==> src/rtl/vga_stream_out_if.sv <==
// vga_stream_out_if: valid/ready pixel stream carrying colour, sideband
// and a start-of-frame flag; master drives data, slave drives ready.
interface vga_stream_out_if #(
  parameter int PIXEL_BITS = 12,
  parameter int META_BITS  = 4
);
  logic [PIXEL_BITS-1:0] pixel;
  logic [META_BITS-1:0]  meta;
  logic                  sof;
  logic                  valid;
  logic                  ready;

  modport master (
    output pixel,
    output meta,
    output sof,
    output valid,
    input  ready
  );

  modport slave (
    input  pixel,
    input  meta,
    input  sof,
    input  valid,
    output ready
  );
endinterface

==> src/rtl/vga_stream_out.sv <==
// vga_stream_out: turns a pixel stream into timed VGA signals, one beat
// per visible pixel, with underflow/SOF checks and resync at (0,0).
// Ports: clk, reset_n (async, active low), enable; s = pixel stream
// slave; vga_* registered colour/meta/sync/de/position outputs;
// frame_start, err_pulse one-cycle pulses; err_cnt saturating count.
module vga_stream_out #(
  parameter int H_VISIBLE     = 640,
  parameter int H_FRONT_PORCH = 16,
  parameter int H_SYNC_PULSE  = 96,
  parameter int H_BACK_PORCH  = 48,
  parameter int V_VISIBLE     = 480,
  parameter int V_FRONT_PORCH = 10,
  parameter int V_SYNC_PULSE  = 2,
  parameter int V_BACK_PORCH  = 33,
  parameter int H_SYNC_POL    = 0,
  parameter int V_SYNC_POL    = 0,
  parameter int PIXEL_BITS    = 12,
  parameter int META_BITS     = 4,
  parameter int ERR_BITS      = 8,
  localparam int COLOR_BITS   = PIXEL_BITS / 3,
  localparam int H_WHOLE_LINE = H_VISIBLE + H_FRONT_PORCH
                              + H_SYNC_PULSE + H_BACK_PORCH,
  localparam int V_WHOLE_FRAME = V_VISIBLE + V_FRONT_PORCH
                               + V_SYNC_PULSE + V_BACK_PORCH,
  localparam int X_BITS       = $clog2(H_WHOLE_LINE),
  localparam int Y_BITS       = $clog2(V_WHOLE_FRAME)
) (
  input  logic                  clk,
  input  logic                  reset_n,
  input  logic                  enable,
  vga_stream_out_if.slave       s,
  output logic [COLOR_BITS-1:0] vga_red,
  output logic [COLOR_BITS-1:0] vga_grn,
  output logic [COLOR_BITS-1:0] vga_blu,
  output logic [META_BITS-1:0]  vga_meta,
  output logic                  vga_hsync,
  output logic                  vga_vsync,
  output logic                  vga_de,
  output logic [X_BITS-1:0]     vga_x,
  output logic [Y_BITS-1:0]     vga_y,
  output logic                  frame_start,
  output logic                  err_pulse,
  output logic [ERR_BITS-1:0]   err_cnt
);

  typedef enum logic [1:0] {
    IDLE,
    WAIT,
    RUN
  } state_t;

  localparam logic [X_BITS-1:0] X_LAST =
    X_BITS'(H_WHOLE_LINE - 1);
  localparam logic [X_BITS-1:0] X_VIS =
    X_BITS'(H_VISIBLE);
  localparam logic [X_BITS-1:0] HS_BEG =
    X_BITS'(H_VISIBLE + H_FRONT_PORCH);
  localparam logic [X_BITS-1:0] HS_END =
    X_BITS'(H_VISIBLE + H_FRONT_PORCH + H_SYNC_PULSE);

  localparam logic [Y_BITS-1:0] Y_LAST =
    Y_BITS'(V_WHOLE_FRAME - 1);
  localparam logic [Y_BITS-1:0] Y_VIS =
    Y_BITS'(V_VISIBLE);
  localparam logic [Y_BITS-1:0] VS_BEG =
    Y_BITS'(V_VISIBLE + V_FRONT_PORCH);
  localparam logic [Y_BITS-1:0] VS_END =
    Y_BITS'(V_VISIBLE + V_FRONT_PORCH + V_SYNC_PULSE);

  localparam logic H_ACT = (H_SYNC_POL != 0);
  localparam logic V_ACT = (V_SYNC_POL != 0);

  state_t            state_q;
  state_t            state_d;
  logic [X_BITS-1:0] x_q;
  logic [X_BITS-1:0] x_d;
  logic [Y_BITS-1:0] y_q;
  logic [Y_BITS-1:0] y_d;

  logic vis;
  logic origin;
  logic at_last;
  logic hs_on;
  logic vs_on;
  logic ready;
  logic show;
  logic err;
  logic live;

  always_comb begin
    vis     = (x_q < X_VIS) && (y_q < Y_VIS);
    origin  = (x_q == '0) && (y_q == '0);
    at_last = (x_q == X_LAST) && (y_q == Y_LAST);
    hs_on   = (x_q >= HS_BEG) && (x_q < HS_END);
    vs_on   = (y_q >= VS_BEG) && (y_q < VS_END);
  end

  always_comb begin
    x_d = x_q;
    y_d = y_q;
    if (!enable || state_q == IDLE) begin
      x_d = '0;
      y_d = '0;
    end else if (x_q == X_LAST) begin
      x_d = '0;
      if (y_q == Y_LAST) begin
        y_d = '0;
      end else begin
        y_d = y_q + 1'b1;
      end
    end else begin
      x_d = x_q + 1'b1;
    end
  end

  // In RUN a beat at (0,0) must carry SOF and any other visible beat
  // must not. A stray SOF is left in the stream so WAIT can resync on it.
  always_comb begin
    state_d = state_q;
    ready   = 1'b0;
    show    = 1'b0;
    err     = 1'b0;
    unique case (state_q)
      IDLE: begin
        if (enable) begin
          state_d = WAIT;
        end
      end
      WAIT: begin
        ready = s.valid && !s.sof;
        if (at_last && s.valid && s.sof) begin
          state_d = RUN;
        end
      end
      RUN: begin
        if (vis) begin
          ready = origin || !s.sof;
          err   = !s.valid || (s.sof != origin);
          show  = !err;
          if (err) begin
            state_d = WAIT;
          end
        end
      end
      default: begin
        state_d = IDLE;
      end
    endcase
    if (!enable) begin
      state_d = IDLE;
    end
  end

  assign s.ready = ready;

  // Disabling blanks the outputs on the very next edge.
  assign live = enable && (state_q != IDLE);

  always_ff @(posedge clk or negedge reset_n) begin
    if (!reset_n) begin
      state_q <= IDLE;
      x_q     <= '0;
      y_q     <= '0;
    end else begin
      state_q <= state_d;
      x_q     <= x_d;
      y_q     <= y_d;
    end
  end

  always_ff @(posedge clk or negedge reset_n) begin
    if (!reset_n) begin
      vga_x     <= '0;
      vga_y     <= '0;
      vga_de    <= 1'b0;
      vga_hsync <= !H_ACT;
      vga_vsync <= !V_ACT;
    end else begin
      vga_x     <= live ? x_q : '0;
      vga_y     <= live ? y_q : '0;
      vga_de    <= live && vis;
      vga_hsync <= (live && hs_on) ? H_ACT : !H_ACT;
      vga_vsync <= (live && vs_on) ? V_ACT : !V_ACT;
    end
  end

  always_ff @(posedge clk or negedge reset_n) begin
    if (!reset_n) begin
      vga_red     <= '0;
      vga_grn     <= '0;
      vga_blu     <= '0;
      vga_meta    <= '0;
      frame_start <= 1'b0;
    end else if (live && show) begin
      vga_red     <= s.pixel[PIXEL_BITS-1 -: COLOR_BITS];
      vga_grn     <= s.pixel[2*COLOR_BITS-1 -: COLOR_BITS];
      vga_blu     <= s.pixel[COLOR_BITS-1:0];
      vga_meta    <= s.meta;
      frame_start <= origin;
    end else begin
      vga_red     <= '0;
      vga_grn     <= '0;
      vga_blu     <= '0;
      vga_meta    <= '0;
      frame_start <= 1'b0;
    end
  end

  // Errors are counted even when enable drops in the same cycle.
  always_ff @(posedge clk or negedge reset_n) begin
    if (!reset_n) begin
      err_pulse <= 1'b0;
      err_cnt   <= '0;
    end else begin
      err_pulse <= err;
      if (err && err_cnt != '1) begin
        err_cnt <= err_cnt + 1'b1;
      end
    end
  end

endmodule
==> src/flat_wrapper.sv <==
// flat-port wrapper written by rule: the top's interface ports become plain ports
module vga_stream_out_flat 
#(
  parameter int H_VISIBLE     = 640,
  parameter int H_FRONT_PORCH = 16,
  parameter int H_SYNC_PULSE  = 96,
  parameter int H_BACK_PORCH  = 48,
  parameter int V_VISIBLE     = 480,
  parameter int V_FRONT_PORCH = 10,
  parameter int V_SYNC_PULSE  = 2,
  parameter int V_BACK_PORCH  = 33,
  parameter int H_SYNC_POL    = 0,
  parameter int V_SYNC_POL    = 0,
  parameter int PIXEL_BITS    = 12,
  parameter int META_BITS     = 4,
  parameter int ERR_BITS      = 8,
  localparam int COLOR_BITS   = PIXEL_BITS / 3,
  localparam int H_WHOLE_LINE = H_VISIBLE + H_FRONT_PORCH
                              + H_SYNC_PULSE + H_BACK_PORCH,
  localparam int V_WHOLE_FRAME = V_VISIBLE + V_FRONT_PORCH
                               + V_SYNC_PULSE + V_BACK_PORCH,
  localparam int X_BITS       = $clog2(H_WHOLE_LINE),
  localparam int Y_BITS       = $clog2(V_WHOLE_FRAME)
)
  (clk, reset_n, enable, vga_red, vga_grn, vga_blu, vga_meta, vga_hsync, vga_vsync, vga_de, vga_x, vga_y, frame_start, err_pulse, err_cnt, s_pixel, s_meta, s_sof, s_valid, s_ready);
  vga_stream_out_if #(.PIXEL_BITS(PIXEL_BITS), .META_BITS(META_BITS)) s_i ();
  input  logic clk;
  input  logic reset_n;
  input  logic enable;
  output logic [COLOR_BITS-1:0] vga_red;
  output logic [COLOR_BITS-1:0] vga_grn;
  output logic [COLOR_BITS-1:0] vga_blu;
  output logic [META_BITS-1:0] vga_meta;
  output logic vga_hsync;
  output logic vga_vsync;
  output logic vga_de;
  output logic [X_BITS-1:0] vga_x;
  output logic [Y_BITS-1:0] vga_y;
  output logic frame_start;
  output logic err_pulse;
  output logic [ERR_BITS-1:0] err_cnt;
  input wire logic [$bits(s_i.pixel)-1:0] s_pixel;
  input wire logic [$bits(s_i.meta)-1:0] s_meta;
  input wire logic [$bits(s_i.sof)-1:0] s_sof;
  input wire logic [$bits(s_i.valid)-1:0] s_valid;
  output wire logic [$bits(s_i.ready)-1:0] s_ready;
  assign s_i.pixel = s_pixel;
  assign s_i.meta = s_meta;
  assign s_i.sof = s_sof;
  assign s_i.valid = s_valid;
  assign s_ready = s_i.ready;
  vga_stream_out #(.H_VISIBLE(H_VISIBLE), .H_FRONT_PORCH(H_FRONT_PORCH), .H_SYNC_PULSE(H_SYNC_PULSE), .H_BACK_PORCH(H_BACK_PORCH), .V_VISIBLE(V_VISIBLE), .V_FRONT_PORCH(V_FRONT_PORCH), .V_SYNC_PULSE(V_SYNC_PULSE), .V_BACK_PORCH(V_BACK_PORCH), .H_SYNC_POL(H_SYNC_POL), .V_SYNC_POL(V_SYNC_POL), .PIXEL_BITS(PIXEL_BITS), .META_BITS(META_BITS), .ERR_BITS(ERR_BITS)) u_core (.clk(clk), .reset_n(reset_n), .enable(enable), .s(s_i), .vga_red(vga_red), .vga_grn(vga_grn), .vga_blu(vga_blu), .vga_meta(vga_meta), .vga_hsync(vga_hsync), .vga_vsync(vga_vsync), .vga_de(vga_de), .vga_x(vga_x), .vga_y(vga_y), .frame_start(frame_start), .err_pulse(err_pulse), .err_cnt(err_cnt));
endmodule
==> config.mk <==
export PLATFORM = sky130hd
export DESIGN_NAME = vga_stream_out_flat
export DESIGN_NICKNAME = d
export VERILOG_FILES = /design/src/rtl/vga_stream_out_if.sv /design/src/rtl/vga_stream_out.sv /design/src/flat_wrapper.sv
export SDC_FILE = /design/constraint.sdc
export NUM_CORES = 1
export LEC_CHECK = 0
export BUFFER_PORTS_ARGS = -buffer_cell sky130_fd_sc_hd__buf_2
export CAP_MARGIN = 5
export CELL_PAD_IN_SITES_DETAIL_PLACEMENT = 0
export CELL_PAD_IN_SITES_GLOBAL_PLACEMENT = 2
export CORE_MARGIN = 1
export CORE_UTILIZATION = 34
export CTS_CLUSTER_SIZE = 25
export DETAILED_ROUTE_END_ITERATION = 8
export GPL_TIMING_DRIVEN = 0
export PLACE_DENSITY = 0.8
export SYNTH_ARGS = -nofsm -noshare
export SYNTH_HDL_FRONTEND = slang
export SYNTH_SLANG_ARGS = --single-unit
==> constraint.sdc <==
create_clock -name clk -period 3.62 [get_ports clk]
set_input_delay 0.724 -clock clk [delete_from_list [all_inputs] [get_ports clk]]
set_output_delay 0.724 -clock clk [all_outputs]
set_load 0.005 [all_outputs]
# Word-level counts from Yosys, hierarchy flattened

Cells that the tools add are included.

Bits in registers: 71
Output and inout port bits: 50
Word-level logic and storage cells: 85

Add/subtract/negate cells: 3
Order comparisons: 6
Eq/ne operators: 9
Mux-type cells: 25
Reduce and logical (&&, ||, !) cells: 27

Operators by type and width:

| operator                                                           | number |
|---|---|
| 2-to-1 mux 10 bit                                                  | 7 |
| adder 10 x 1 -> 10 bit, second input constant                      | 2 |
| equality test 10 bit, second input constant                        | 2 |
| zero test 10 bit                                                   | 2 |
| less-than comparator 10 bit, second input constant                 | 2 |
| less-than comparator 10 x 9 -> 1 bit, second input constant        | 2 |
| 2-to-1 mux 4 bit                                                   | 4 |
| logical AND 1 bit                                                  | 14 |
| greater-or-equal comparator 10 bit, second input constant          | 1 |
| greater-or-equal comparator 10 x 9 -> 1 bit, second input constant | 1 |
| != test 3 x 2 -> 1 bit, second input constant                      | 3 |
| adder 8 x 1 -> 8 bit, second input constant                        | 1 |
| 2-to-1 mux 1 bit                                                   | 8 |
| 2-to-1 mux 2 bit                                                   | 4 |
| != test 8 bit, second input constant                               | 1 |
| one-hot mux 2 bit (3 select lines)                                 | 1 |
| zero test 1 bit                                                    | 4 |
| nonzero test 2 bit                                                 | 2 |
| logical OR 1 bit                                                   | 3 |
| AND reduction 3 bit                                                | 1 |
| equality test 2 x 1 -> 1 bit, second input constant                | 1 |
| equality test 2 bit, second input constant                         | 1 |
| zero test 2 bit                                                    | 1 |
| one-hot mux 1 bit (2 select lines)                                 | 1 |
| != test 1 bit                                                      | 1 |

# Longest topological paths before layout

Gate-level depths: netlist (run 1).

Depth after elaboration: 9
Mapped depth: 10

# Least setup slack after synthesis (run 1)

Ideal clock, no wire load.

Kind: register to register
Start: register u_core.y_q[8]
End: register u_core.err_cnt[1]
Setup time: 125 ps
Data arrival time: 2377 ps
Data required time: 3495 ps
Path slack: 1119 ps
Cell stages (with the launch flop): 8
Path through: dfrtp_1 -> or4_4 -> nor2_1 -> nand4_1 -> ha_1 -> and2_1 -> nor3_1 -> mux2_2

Cells in the longest elaborated chain, start to end: 7
Elaborated cells on any way between the ends: 9
Those cells by class: order compare (1); eq/ne (1); mux (2); reduce/logical (5)

RTL lines:

| element                                                                                      | line                  | source |
|---|---|---|
| start, declared                                                                              | vga_stream_out.sv:77  | `logic [Y_BITS-1:0] y_q;` |
| start signal, assigned                                                                       | vga_stream_out.sv:167 | `y_q <= y_d;` |
| parallel branches: the longest is 4 deep, another holds less-than comparator 10 x 9 -> 1 bit | --                    |  |
| 2-to-1 mux 1 bit (*)                                                                         | vga_stream_out.sv:136 | `if (vis) begin` |
| 2-to-1 mux 1 bit (*)                                                                         | vga_stream_out.sv:123 | `unique case (state_q)` |
| logical AND 1 bit (*)                                                                        | vga_stream_out.sv:216 | `if (err && err_cnt != '1) begin` |
| end signal, assigned                                                                         | vga_stream_out.sv:217 | `err_cnt <= err_cnt + 1'b1;` |
| end, declared                                                                                | vga_stream_out.sv:43  | `output logic [ERR_BITS-1:0] err_cnt` |

Mark *: on every way between the ends.
A chain may end at the register's enable or synchronous reset.

# Worst setup path after layout (run 1)

Start: register u_core.y_q[8]
End: output port s_ready

Cells in the longest elaborated chain, start to end: 5
Elaborated cells on any way between the ends: 7
Those cells by class: order compare (1); mux (2); reduce/logical (4)

RTL lines:

| element                                                                                      | line                  | source |
|---|---|---|
| parallel branches: the longest is 3 deep, another holds less-than comparator 10 x 9 -> 1 bit | --                    |  |
| 2-to-1 mux 1 bit (*)                                                                         | vga_stream_out.sv:136 |  |
| one-hot mux 1 bit (2 select lines) (*)                                                       | vga_stream_out.sv:123 |  |
| end, declared                                                                                | flat_wrapper.sv:46    | `output wire logic [$bits(s_i.ready)-1:0] s_ready;` |

Marked as above.

==> impl_metrics.csv, run 1 <==
group,metric,value,unit
die,design.portCount,71,
synth,seq_area_frac_synth,0.585,
synth,ys_seq_elements,71,
synth,synth_fa_ha_area_frac,0.0412,
finish,regArea,0.00178,mm^2
cts,ctsResizeCount,0,
placement,place_congestion,0.741,
drt,wl,6510,um
timing,period_needed,2.96,ns
synth,synth-simple-area-share,0.251,
drt,ant_nets,0,
synth,synth_area_leaders,"dfrtp_1, and2_1, ha_1",
placement,place_hpwl,4570,um
die,core_region_area,0.00868,mm^2
setup_path,crit_start,"u_core.y_q[8]$_DFFE_PN0P_",
synth,synthArstFlopShare,1.00,
global_routing,grt_pass1_wl,10500,um
setup_path,worst-setup-path-type,"flop to primary output",
setup_path,worst_path_dominant_cell_family,"simple AND/OR/NAND/NOR gates",
setup_path,cp-start-kind,"flop",
synth,synthXorXnorAreaFrac,0.0576,
finish,antennaDiodeCount,0,
drt,route.met3.wl,286,um
power_and_ir_drop,power_leakage,1.85,nW
setup_path,required,2.90,ns
drt,dr_total_vias,2155,
die,std_cell_rows,34,
timing,fmax,0.338,GHz
cts,cts_setup_buffers,0,
finish,syn_to_final_growth,23.9,%
synth,synth_top_area_frac,0.568,
flow_run,max_cap_violations,0,
drt,viasPerCell,4.65,
synth,synth_area_per_cell,11.3,um^2
drt,first_pass_iters,4,
synth,yosys_warnings,0,
synth,synth_flop_cell,"dfrtp_1",
cts,clkSinkCount,71,
timing,fin_crit_sh,0.818,
synth,syn_nets,300,
cts,cts_made_buffers,9,
timing,setup-violations-final,0,
die,dieWidth,96.5,um
cts,htree_levels,3,
synth,synthCells,269,
synth,synth_compound_area_frac,0.0342,
timing,totalNegativeSetupSlack,0,ns
setup_path,reg2reg_from,"u_core.y_q[8]$_DFFE_PN0P_",
cts,clock_latency,0.35,ns
synth,synth_top_family_by_area,"simple AND/OR/NAND/NOR gates",
global_routing,grt_pass1_vias,2073,
timing,timing.slew.headroom,0.421,
die,fp.dieH,96.5,um
timing,rsz0062_at_grt,"false",
synth,synth_edf_count,0,
power_and_ir_drop,power_density,535,mW/mm^2
finish,multiInputGateArea,0.00119,mm^2
power_and_ir_drop,p_clk_frac,0.376,
drt,routedWlPerCell,14.0,um
cts,cts_root_buf,"clkbuf_8",
power_and_ir_drop,power_frac_comb,0.175,
power_and_ir_drop,sequentialPowerShare,0.449,
timing,worst_pin_slew,0.868,ns
setup_path,critPathMaxFanout,6,
synth,synth_most_common_cell,"dfrtp_1",
drt,highest_layer,"met4",
hold_path,hp-class,"input pin to async pin",
cts,cts_tree,"built",
setup_path,cp_slowest_stage_delay,0.58,ns
cts,path_clk_slew,0.08,ns
synth,synthMuxAreaShare,0.00741,
synth,synth_area,0.00304,mm^2
power_and_ir_drop,peakVddDrop,0.158,mV
global_routing,antenna_found_initial,0,
timing,hold_viol_final,0,
drt,wl_met1,3070,um
global_routing,gr-usage-all-layers,0.151,
power_and_ir_drop,switchingPower,0.565,mW
power_and_ir_drop,p_sw_frac,0.280,
die,initial_core_util,0.350,
setup_path,crit_chain,"or4_4, nor2_1, nand4_1, ha_1, o21ai_0, and2_1, buf_2",
drt,drt_iter0_drc,109,
timing,fin_skew,0.0133,ns
run_status,outcome,"completed",
synth,yosys-top-cells-count,"dfrtp_1, and2_1, nor2_1, nand2_1, nand3_1",
finish,drive_above_1_share,0.290,
finish,nFillCells,857,
power_and_ir_drop,power,2.02,mW
drt,drc,0,
finish,fin_nets,381,
setup_path,crit_buf_inv,1,
placement,io_buffer_count,70,
global_routing,overflow,0,
setup_path,worstPathArrival,2.24,ns
cts,hold_buffers,0,
setup_path,slowest_stage,"or4_4",
drt,wl_met2,3050,um
synth,synth_cell_types,41,
cts,cts_buffer_depth,2,
power_and_ir_drop,p_int,1.45,mW
global_routing,grt_max_degree,72,
setup_path,end_kind,"primary output",
timing,maxSlewViolCount,0,
die,design.die.area,0.00932,mm^2
synth,netlist.top_cell.by_area,"dfrtp_1",
## worst paths after layout
check | slack, ns | depth (start not counted) | endpoint
min in group clk | 0.50 | 1 | u_core.err_cnt[7]$_DFFE_PN0P_
max in group asynchronous | 2.56 | 1 | u_core.y_q[6]$_DFFE_PN0P_
hold / removal | 0.50 | 1 | u_core.vga_x[4]$_DFF_PN0_
setup reg to reg | 0.80 | 7 | u_core.err_cnt[1]$_DFFE_PN0P_
hold reg to reg | 0.50 | 1 | u_core.err_cnt[7]$_DFFE_PN0P_
setup / recovery | 0.66 | 7 | s_ready
## cell type report
class,instances,share of cell area
plain buffers,8,0.00864
clock buffers,11,0.0349
clock inverters,5,0.0286
inverters,10,0.00997
multi-input cells,180,0.316
flip-flops and latches,71,0.472
well taps,108,0.0359
repair buffers,70,0.0937
## layer usage
| layer | vias up | global-route usage |
|---|---|---|
| met3 | 11 | 0.0297 |
| met2 | 45 | 0.231 |
| met5 | - | 0 |
| met1 | 1037 | 0.205 |
| li1 | 1062 | - |
| met4 | 0 | 0.0735 |
## power by group through the flow
stage / clock [mW] / combinational [mW] / sequential, mW
after global placement: 0 / 0.356 / 0.920
after CTS: 0.777 / 0.365 / 0.906
after floorplan: 0 / 0.214 / 0.915
after detailed placement: 0 / 0.362 / 0.922
final: 0.758 / 0.353 / 0.904
after global routing: 0.814 / 0.405 / 0.915
## cell families after synthesis
family	Yosys count
compound gates	15
xor+xnor	20
fa+ha+maj	10
buf+inv	18
flops	71
mux	2
simple gates	133
## metrics by stage
stage,area [um^2],std cells,worst slack [ns],hold WS (ns),util
3_3_place_gp,3520,447,0.786,0.481,0.406
6_report,3770,463,0.659,0.495,0.434
3_5_place_dp,3530,447,0.763,0.487,0.406
2_1_floorplan,3040,269,1.12,0.428,-
5_1_grt,3770,463,0.507,0.524,0.434
4_1_cts,3770,463,0.623,0.502,0.434
## worst register-to-register path, cell delays in order, from the launching register on
cell,delay [ns]
dfrtp_1,0.44
or4_4,0.58
nor2_1,0.12
nand4_1,0.15
ha_1,0.31
and2_1,0.18
nor3_1,0.55
mux2_2,0.40
## registers in the layout, summed over array words and instances, names as in the netlist
| name | count |
|---|---|
| u_core.vga_grn | 4 |
| u_core.vga_de | 1 |
| u_core.vga_red | 4 |
| u_core.vga_vsync | 1 |
| u_core.vga_x | 10 |
| u_core.y_q | 10 |
| u_core.state_q | 2 |
| u_core.err_pulse | 1 |
| u_core.x_q | 10 |
| u_core.err_cnt | 8 |
| u_core.vga_hsync | 1 |
| u_core.frame_start | 1 |
| u_core.vga_y | 10 |
| u_core.vga_meta | 4 |
| u_core.vga_blu | 4 |
## cell usage in the layout, fill, tap and decap left out, drive strengths merged, types with 2 or more instances in the layout
cell	Yosys	layout
nand4b	3	3
nand3b	3	3
nor3	5	5
o21ai	5	5
inv	10	10
clkinv	0	2
xor2	12	12
dfstp	2	2
nand2b	3	3
nor2	32	32
clkbuf	6	17
nor3b	2	2
ha	10	10
bufinv	0	3
xnor2	8	8
mux2	2	2
nor2b	2	2
and3	4	4
a21oi	4	4
nand2	14	14
or4	2	2
buf	2	72
dfrtp	69	69
nor4	5	5
nand4	8	8
nand3	14	14
and2	33	33
(Power assumes the default switching activity.)
==> inputs of run 2 (changes only) <==
Settings changed: CORE_UTILIZATION 34 to 31, PLACE_DENSITY 0.8 to 0.77.
Clock period 3.62 ns to 2.5 ns, I/O delays scaled along.
==> run 2 against run 1 <==
  * Global-route usage fell by 1.4 points
  * Largest cell class unchanged
  * Sequential power rose by 45%
  * Final area rose by 4.6%
  * Die area rose by 9.5%
  * Critical path type unchanged
  * Hold slack got worse by 0.22 ns
  * Cell count rose by 7.6%
  * Count of clock-buffer cells in the layout did not move
  * Core utilization fell by 1.4 points
  * Sequential share of layout area fell by 2.0 points
  * Worst setup slack got worse by 0.74 ns
  * The flow now finishes with violations (negative setup slack)
==> impl_metrics.csv, run 2 (synthesized netlist as in run 1, its figures left out) <==
group,metric,value,unit
cts,cts_buffer_depth,2,
setup_path,slowest_stage,"or4_4",
placement,placed_cell_area,0.00356,mm^2
die,design.die.area,0.0102,mm^2
finish,drive_above_1_share,0.350,
drt,routedWlPerCell,12.9,um
global_routing,grt_max_degree,72,
global_routing,grt_pass1_wl,10500,um
drt,viasPerCell,4.37,
finish,final_cell_mix,"buf_2, dfrtp_1, and2_1",
timing,maxSlewViolCount,0,
setup_path,worst_path_dominant_cell_family,"simple AND/OR/NAND/NOR gates",
die,initial_core_util,0.324,
finish,antennaDiodeCount,0,
drt,first_pass_iters,4,
global_routing,overflow,0,
die,core_region_area,0.00937,mm^2
global_routing,grt_pass1_vias,2089,
cts,htree_levels,3,
power_and_ir_drop,power_density,763,mW/mm^2
setup_path,worstPathArrival,2.08,ns
setup_path,reg2reg_slack,0.04,ns
global_routing,antenna_found_initial,0,
cts,cts_made_buffers,9,
drt,wl,6430,um
setup_path,cp_slowest_stage_delay,0.54,ns
drt,drc,0,
finish,fin_cells,498,
placement,place_congestion,0.784,
setup_path,end_kind,"primary output",
global_routing,busiest_layer,"met2",
global_routing,gr-usage-met1,0.188,
die,dieWidth,101,um
setup_path,cp-start-kind,"flop",
cts,cts_root_buf,"clkbuf_8",
placement,dp_cells,468,
drt,drt_iter0_drc,79,
drt,ant_nets,0,
cts,clock_latency,0.34,ns
drt,dr_total_vias,2177,
timing,rsz0062_at_grt,"true",
setup_path,crit_buf_inv,1,
setup_path,worst-setup-path-type,"flop to primary output",
flow_run,max_cap_violations,0,
cts,cts_tree,"built",
global_routing,gr-usage-all-layers,0.137,
placement,io_buffer_count,70,
timing,final.setup.worst_slack,-0.0806,ns
timing,period_needed,2.58,ns
cts,path_clk_slew,0.08,ns
setup_path,required,2.00,ns
setup_path,critPathMaxFanout,2,
placement,place_hpwl,4360,um
global_routing,met2_usage,0.205,
timing,hold_slack,0.271,ns
cts,hold_buffers,0,
die,design.portCount,71,
finish,nFillCells,938,
timing,hold_viol_final,0,
finish,syn_to_final_growth,29.6,%
global_routing,grt_use_met3,0.0361,
timing,setup-violations-final,1,
timing,worst_pin_slew,0.879,ns
die,std_cell_rows,35,
timing,fin_skew,0.00946,ns
finish,mostFrequentLayoutCell,"buf_2",
hold_path,hp-class,"input pin to async pin",
finish,design_area,0.00394,mm^2
power_and_ir_drop,peakVddDrop,0.294,mV
power_and_ir_drop,power_leakage,1.95,nW
timing,fmax,0.388,GHz
run_status,outcome,"finished, violations left",
cts,clkSinkCount,71,
timing,fin_crit_sh,1.03,
run_status,violations,"negative setup slack",
setup_path,crit_chain,"or4_4, nor2_2, nand4_1, ha_2, o21ai_2, and2_1, buf_2",
finish,fin_nets,395,
die,fp.dieH,101,um
timing,timing.slew.headroom,0.414,
==> run 2: layout make-up <==
type	count	area [um^2]	area share
Buffer	8	42.5	0.0108
Clock buffer	11	151	0.0384
Clock inverter	5	78.8	0.0200
Inverter	10	37.5	0.00953
Multi-Input combinational cell	180	1220	0.310
Sequential cell	71	1780	0.452
Tap cell	129	161	0.0410
Timing Repair Buffer	84	462	0.117
==> run 2: stage by stage <==
stage / TNS (ns) / power, mW / util / worst slack (ns)
final: -0.0806 / 3.00 / 0.420 / -0.0806
after global routing: -0.339 / 3.19 / 0.420 / -0.215
after CTS: -0.227 / 3.05 / 0.420 / -0.161
after detailed placement: -5.77 / 1.86 / 0.380 / -0.395
after global placement: -3.90 / 1.84 / 0.379 / -0.307
after floorplan: 0 / 1.64 / - / 0.0439
==> run 2: timing repair <==
action,in CTS,in global routing
gates cloned,1,0
resized for setup,15,2
endpoints found under the setup margin,27,20
setup buffers,15,1
pin swaps,6,4
hold endpoints to repair,0,0
==> run 2: where the power goes <==
part / internal (mW) / leakage, nW / switching (mW) / total [mW]
clock network: 0.617 / 0.120 / 0.424 / 1.04
registers: 1.23 / 0.961 / 0.0792 / 1.31
logic: 0.310 / 0.866 / 0.348 / 0.657
total: 2.15 / 1.95 / 0.851 / 3.00
==> run 2: worst reg2reg max path: cells and delay by family (launching register included) <==
kind	cells	cell delay (ns)
DFF	1	0.40
and+or+nand+nor	5	1.28
muxes	1	0.38
adders and majority gates	1	0.30
==> run 2: routing by layer <==
layer,part of all wire,vias to the layer above
met4,0.0093,0
met2,0.46,48
met5,0,-
met1,0.49,1031
li1,-,1093
met3,0.039,5
==> run 2: final timing paths <==
path                                               start                            end  cells after the start
min in group clk                              s_pixel[5]    u_core.vga_grn[1]$_DFF_PN0_                      2
max in group asynchronous                        reset_n      u_core.y_q[6]$_DFFE_PN0P_                      1
setup reg to reg               u_core.y_q[8]$_DFFE_PN0P_  u_core.err_cnt[1]$_DFFE_PN0P_                      7
setup / recovery               u_core.y_q[8]$_DFFE_PN0P_                        s_ready                      7
hold reg to reg            u_core.err_cnt[6]$_DFFE_PN0P_  u_core.err_cnt[6]$_DFFE_PN0P_                      1
hold / removal                                   reset_n      u_core.vga_x[0]$_DFF_PN0_                      1
